[src/rtl/uart_pkg.sv]
// Shared UART constants: receiver byte width and default receive FIFO depth.
package uart_pkg;

   localparam int UART_DATA_W   = 8;
   localparam int RX_FIFO_DEPTH = 8;

   // Width of an occupancy counter able to hold 0..depth inclusive
   function automatic int fifo_count_w(input int depth);
      return $clog2(depth) + 1;
   endfunction

endpackage

[src/rtl/rx_fifo_rise_detect.sv]
// Registered 0->1 detector. The history register resets to 1 so that a level
// already high when reset is released does not look like a new rising edge.
module rise_detect (
   input  logic clk16,
   input  logic rst,
   input  logic level_i,
   output logic rise_o
);

   logic prev_q;

   // Remember the level seen at the previous clock edge
   always_ff @(posedge clk16) begin
      if (rst) begin
         prev_q <= 1'b1;
      end else begin
         prev_q <= level_i;
      end
   end

   assign rise_o = level_i & ~prev_q;

endmodule

[src/rtl/rx_fifo.sv]
// Receive byte FIFO. Each rising edge of rx_done stores one byte; rd_en pops
// one byte per cycle into a registered rd_data with a one-cycle rd_valid.
// A byte arriving while full (and no read in the same cycle) is dropped and
// raises a sticky overflow flag.
module rx_fifo
   import uart_pkg::*;
#(
   parameter int DEPTH = RX_FIFO_DEPTH,
   parameter int WIDTH = UART_DATA_W
) (
   input  logic                     clk16,
   input  logic                     rst,
   input  logic [WIDTH-1:0]         rx_data,
   input  logic                     rx_done,
   input  logic                     rd_en,
   input  logic                     clr_ovf,
   output logic [WIDTH-1:0]         rd_data,
   output logic                     rd_valid,
   output logic                     empty,
   output logic                     full,
   output logic [$clog2(DEPTH):0]   count,
   output logic                     overflow
);

   localparam int PW = $clog2(DEPTH);
   localparam int CW = fifo_count_w(DEPTH);
   localparam logic [CW-1:0] FULL_CNT = CW'(DEPTH);

   logic [WIDTH-1:0] mem_q [DEPTH];
   logic [PW-1:0]    wr_ptr_q, wr_ptr_d;
   logic [PW-1:0]    rd_ptr_q, rd_ptr_d;
   logic [CW-1:0]    count_q, count_d;
   logic [WIDTH-1:0] rd_data_q;
   logic             rd_valid_q;
   logic             overflow_q, overflow_d;

   logic wr_event;
   logic do_rd;
   logic do_wr;
   logic drop;

   rise_detect u_rise (
      .clk16   (clk16),
      .rst     (rst),
      .level_i (rx_done),
      .rise_o  (wr_event)
   );

   // A read frees a slot before the write lands, so a full FIFO accepts a
   // write when a read happens in the same cycle.
   assign do_rd = rd_en && (count_q != '0);
   assign do_wr = wr_event && ((count_q != FULL_CNT) || do_rd);
   assign drop  = wr_event && !do_wr;

   // Next-state for pointers, occupancy and the sticky overflow flag
   always_comb begin
      wr_ptr_d   = wr_ptr_q;
      rd_ptr_d   = rd_ptr_q;
      count_d    = count_q;
      overflow_d = overflow_q;
      if (do_wr) wr_ptr_d = wr_ptr_q + PW'(1);
      if (do_rd) rd_ptr_d = rd_ptr_q + PW'(1);
      if (do_wr && !do_rd) count_d = count_q + CW'(1);
      else if (do_rd && !do_wr) count_d = count_q - CW'(1);
      // A new drop wins over a coincident clear
      if (drop) overflow_d = 1'b1;
      else if (clr_ovf) overflow_d = 1'b0;
   end

   // Control and output registers
   always_ff @(posedge clk16) begin
      if (rst) begin
         wr_ptr_q   <= '0;
         rd_ptr_q   <= '0;
         count_q    <= '0;
         rd_data_q  <= '0;
         rd_valid_q <= 1'b0;
         overflow_q <= 1'b0;
      end else begin
         wr_ptr_q   <= wr_ptr_d;
         rd_ptr_q   <= rd_ptr_d;
         count_q    <= count_d;
         rd_valid_q <= do_rd;
         overflow_q <= overflow_d;
         if (do_rd) rd_data_q <= mem_q[rd_ptr_q];
      end
   end

   // Storage array; contents are unreadable until rewritten, so no reset
   always_ff @(posedge clk16) begin
      if (do_wr && !rst) mem_q[wr_ptr_q] <= rx_data;
   end

   assign rd_data  = rd_data_q;
   assign rd_valid = rd_valid_q;
   assign count    = count_q;
   assign overflow = overflow_q;
   assign empty    = (count_q == '0);
   assign full     = (count_q == FULL_CNT);

endmodule

[config.mk]
export PLATFORM = sky130hd
export DESIGN_NAME = rx_fifo
export DESIGN_NICKNAME = d
export VERILOG_FILES = /design/src/rtl/uart_pkg.sv /design/src/rtl/rx_fifo_rise_detect.sv /design/src/rtl/rx_fifo.sv
export SDC_FILE = /design/constraint.sdc
export NUM_CORES = 1
export LEC_CHECK = 0
export CORE_MARGIN = 2
export CORE_UTILIZATION = 59
export CTS_BUF_LIST = sky130_fd_sc_hd__clkbuf_4 sky130_fd_sc_hd__clkbuf_8
export DETAILED_ROUTE_END_ITERATION = 8
export GPL_TIMING_DRIVEN = 0
export PLACE_DENSITY = 0.84
export REMOVE_ABC_BUFFERS = 1
export SLEW_MARGIN = 20
export SYNTH_ARGS = -nofsm -noshare
export SYNTH_HDL_FRONTEND = slang
export SYNTH_HIERARCHICAL = 1
export SYNTH_SLANG_ARGS = --single-unit
[constraint.sdc]
create_clock -name clk16 -period 3.3 [get_ports clk16]
set_input_delay 0.33 -clock clk16 [delete_from_list [all_inputs] [get_ports clk16]]
set_output_delay 0.33 -clock clk16 [all_outputs]
set_load 0.03 [all_outputs]
# Word level (Yosys, flattened, before mapping)
# Memories as Yosys holds them, arrays and structs flattened. A register that Yosys moved wholly into a read port is not among the register bits.
# Index checks and enable logic that the tools add are counted.
# totals
ff_bits	13
mem_bits_rw	64
input_bits	13
elab_cells	35
memories	1
# memory_table
memory	words	width	rd	rd_ports_with_merged_regs	wr	line	text
mem_q	8	8	1	1	1	rx_fifo.sv:29	logic [WIDTH-1:0] mem_q [DEPTH];
# op_classes
addsub	4
n_eq_ne	2
n_mux	6
bitwise	2
reduce_logical	14
# ops
cell	n
4-bit 2-to-1 mux	2
3-bit by 1-bit adder with 3-bit output, second input constant	2
1-bit logical AND	6
4-bit by 1-bit adder with 4-bit output, second input constant	1
4-bit == test, second input constant	1
4-bit zero test	1
1-bit 2-to-1 mux	4
4-bit != test, second input constant	1
2-bit nonzero test	2
4-bit nonzero test	1
4-bit by 1-bit subtractor with 4-bit output, second input constant	1
1-bit zero test	3
1-bit bitwise AND	1
1-bit logical OR	1
1-bit inverter	1

# Depth between registers and ports, before layout
# depth
depth_word	8
depth_mapped	10

# Cells and area by module
# The synthesis kept the hierarchy.
# by_module_without_submodules
module	n_inst	cells_each	area_per_inst_um2
rx_fifo	1	201	3300.7
rise_detect	1	3	32.5

# Worst setup path after synthesis
# OpenSTA, ideal clock, no wires.
# synth_timing
path_type	flip-flop to flip-flop
from	reg count_q[3] (netlist: count[3])
to	reg count_q[3] (netlist: count[3])
setup_time_ns	0.123
arrival_ns	2.663
t_required_ns	3.177
path_slack_ns	0.514
path_stages_with_launch	11
period_less_slack_ns	2.786
path_cell_list	dfxtp_1 > or4b_4 > o21ai_4 > inv_4 > ha_1 > inv_1 > ha_1 > a21oi_1 > a211oi_1 > a31oi_1 > mux2_1
# synth_between
elab_chain_cells	7
elab_cells_between_ends	14
# synth_rtl
element	line	text
start: declaration	rx_fifo.sv:32	logic [CW-1:0] count_q, count_d;
start signal: assignment	rx_fifo.sv:82	count_q <= count_d;
branches (longest 7 deep; another with 4-bit by 1-bit subtractor with 4-bit output)	n/a	
# Parallel ways; which one is timed is not known. The select of a mux whose other input is x is not followed.
# A chain may end at the register's enable or synchronous reset.

# Worst setup path in the final report
# layout_timing
from	reg count_q[0] (netlist: count[0])
to	reg count_q[3] (netlist: count[3])
# Same word-level chain as after synthesis.

==> metrics.txt <==
Num CTS Buffers 9; Hold Crit Class flop to flop; Switching Share 30.94%; Post-Synth Simple-Gate Area around 8%; IO Pins 29; TritonRoute pass-1 iters 5; Core Rows 27; hpwl dp between 3 and 4 mm; number of diodes 0; Arr. time, crit path between 3 and 4 ns; Final Hold Viols 0; P_int between 1.5 and 2 mW; Tcrit/Tclk final between 90% and 100%; Net Sw Power between 0.8 and 0.9 mW; combinational share of power about a quarter; vias in the first global route around 1900; hold_buf cts 0; Worst Clk Skew between 0.007 and 0.008 ns; H-tree depth 3; NumNets Final ~250; detailed-route wire length per cell 18.70 um; CP Max Fanout 7; CORE AREA approximately 0.0055 mm^2; Slew Limit Fails 0; largest net degree at the start of global routing 27; Max-slew headroom about 33%; Placer Congestion 0.7546; Via density about 5.8; Compound-Gate Fraction of Synth Area 3.829%; top cells by area, synth edfxtp_1 58%, dfxtp_1 13%, mux4_2 11%; minimum clock period around 3 ns; antenna viol nets, final 0; Post-Syn Area approximately 0.0033 mm^2; Synthesis Warnings 6; worst setup margin a little over 0.3 ns; total grt overflow 0; critical path class flop to flop; P per Cell Area 679.6 mW/mm^2; final wirelength 5.834 mm; Die Width roughly 80 um; leakage power total 1.245 nW; area leader, netlist edfxtp_1; antenna violations before repair 0; synthesized area per cell 16.34 um^2; Root Driver clkbuf_8; setup_tns 0 ns; wire length of the first global-routing pass 9.411 mm; CP Data Required Time roughly 3.5 ns; dpl ws -0.07095 ns; reg2reg path depth 10; Cells after Synth roughly 200; post-CTS setup buffers 0; crit end category flop; port bufs 28; initial DRC count 109; post-synthesis xor/xnor area fraction roughly 1.8%; Adder-Cell Fraction of Synth Area roughly 2.5%; share of layout cells above drive strength 1 a little under a fifth; gr usage total 21.06%; clk sink count between 80 and 90; Yosys top cell area share approximately 58%; Peak VDD IR roughly 0.38 mV; mux contribution to synthesized area about 11%; Main synth FF type edfxtp_1; Final setup viols 0; number of remaining DRC errors 0; Synth-to-Final Area Change 16.07%; synth unique cells 37; die area around 0.0063 mm^2; post-synthesis sequential area ratio ~70%; Clk Latency, worst-skew pair 0.35 ns; crit path launch type flop; Post-synth EDFFs 64; CTS max path bufs 2; CTS tree built; Worst Max-Slew Pin Slew ~1 ns; clock transition at the registers of the reported paths 0.08 ns; Clk network pwr share 24.4%; status completed; sequential share of power between 50% and 60%; Die Height just under 80 um; Starting Density ~61%; largest family of logic cells by synthesized area multiplexers; register bit total from synthesis 85; FMAX roughly 330 MHz; DR vias 1809; Hold Crit Depth 2; max cap viols 0; Resized cells post-CTS 0; cell with the most instances after synthesis edfxtp_1; RSZ-0062 raised after global routing false; Async SR Flop Fraction 0%; commonest cells in the netlist 64 x edfxtp_1, 26 x nor2_1, 21 x dfxtp_1, 16 x mux4_2, 11 x nor3_1
worst paths after layout:
kind,start,to,slack (ns)
worst min register to register,rd_data[2]$_SDFFE_PP0P_,rd_data[2]$_SDFFE_PP0P_,0.49
worst min-delay path,rd_data[2]$_SDFFE_PP0P_,rd_data[2]$_SDFFE_PP0P_,0.49
worst max register to register,count[0]$_SDFFE_PP0P_,count[3]$_SDFFE_PP0P_,0.31
worst max-delay path,count[0]$_SDFFE_PP0P_,count[3]$_SDFFE_PP0P_,0.31
cells by family after synthesis:
group           after synthesis
compound gates               18
xor+xnor                      6
fa+ha+maj                     6
buf+inv                      14
flops                        85
mux                          18
simple gates                 57
layout by cell type (no fill, tap or decap), types with 2 or more instances in the layout:
| cell | Yosys | final |
|---|---|---|
| clkdlybuf4s50_1 | 0 | 28 |
| ha_1 | 5 | 5 |
| inv_1 | 3 | 3 |
| nand2_1 | 8 | 8 |
| xor2_1 | 3 | 3 |
| a21oi_1 | 4 | 4 |
| clkbuf_8 | 0 | 9 |
| xnor2_1 | 2 | 2 |
| nor3_1 | 11 | 8 |
| edfxtp_1 | 64 | 64 |
| clkinv_4 | 0 | 3 |
| buf_4 | 1 | 2 |
| nor2b_1 | 3 | 3 |
| nor3_2 | 0 | 3 |
| mux4_2 | 16 | 16 |
| o22ai_1 | 8 | 8 |
| dfxtp_1 | 21 | 20 |
| nor2_1 | 26 | 26 |
area by class of cell:
class                      instances  area [um^2]
timing repair buffer              30        295.3
sequential                        85         2344
tap                               72        90.09
fill                             357         1604
inverter                           4        17.52
multi-input combinational        105        947.2
clock inverter                     7        51.30
clock buffer                       9        123.9
sequential cells by signal (all words and copies together), names as in the netlist:
name / flops
mem_q: 64
rd_data: 8
count: 4
rd_ptr_q: 3
wr_ptr_q: 3
overflow: 1
rd_valid: 1
u_rise/prev_q: 1
layer usage:
layer	share of wire, %	wire (um)	vias to the layer above	GRT usage (%)
met3	5.1	299	8	6.364
met1	41	2367	906	25.95
li1	-	-	845	-
met5	0	0	-	0
met4	1.2	72	0	8.103
met2	53	3095	50	35.25
worst max-delay path, cell delays in order, from the launching register on:
cell	delay, ns
dfxtp_1	0.40
or4b_4	0.61
o21ai_4	0.29
inv_4	0.09
ha_1	0.21
inv_1	0.13
ha_1	0.29
a21oi_1	0.23
a211oi_1	0.11
a31oi_1	0.18
mux2_1	0.33
through the flow:
stage | utilization, % | hold slack, ns | cells | power (mW) | instance area [um^2]
floorplan | - | 0.3924 | 194 | 1.765 | 3279
global placement | 66.69 | 0.4807 | 294 | 1.996 | 3650
detailed placement | 67.49 | 0.4792 | 296 | 2.017 | 3694
CTS | 70.69 | 0.4939 | 312 | 2.657 | 3869
global route | 70.69 | 0.5211 | 312 | 2.756 | 3869
finish | 70.69 | 0.4896 | 312 | 2.629 | 3869
power by group through the flow:
stage | clock network [mW] | logic [mW] | registers (mW)
after floorplan | 0 | 0.312 | 1.45
after detailed placement | 0 | 0.663 | 1.35
after global placement | 0 | 0.645 | 1.35
after global routing | 0.703 | 0.709 | 1.34
final | 0.642 | 0.661 | 1.33
after CTS | 0.661 | 0.666 | 1.33
Note: power is estimated with default switching activity, not from simulation.
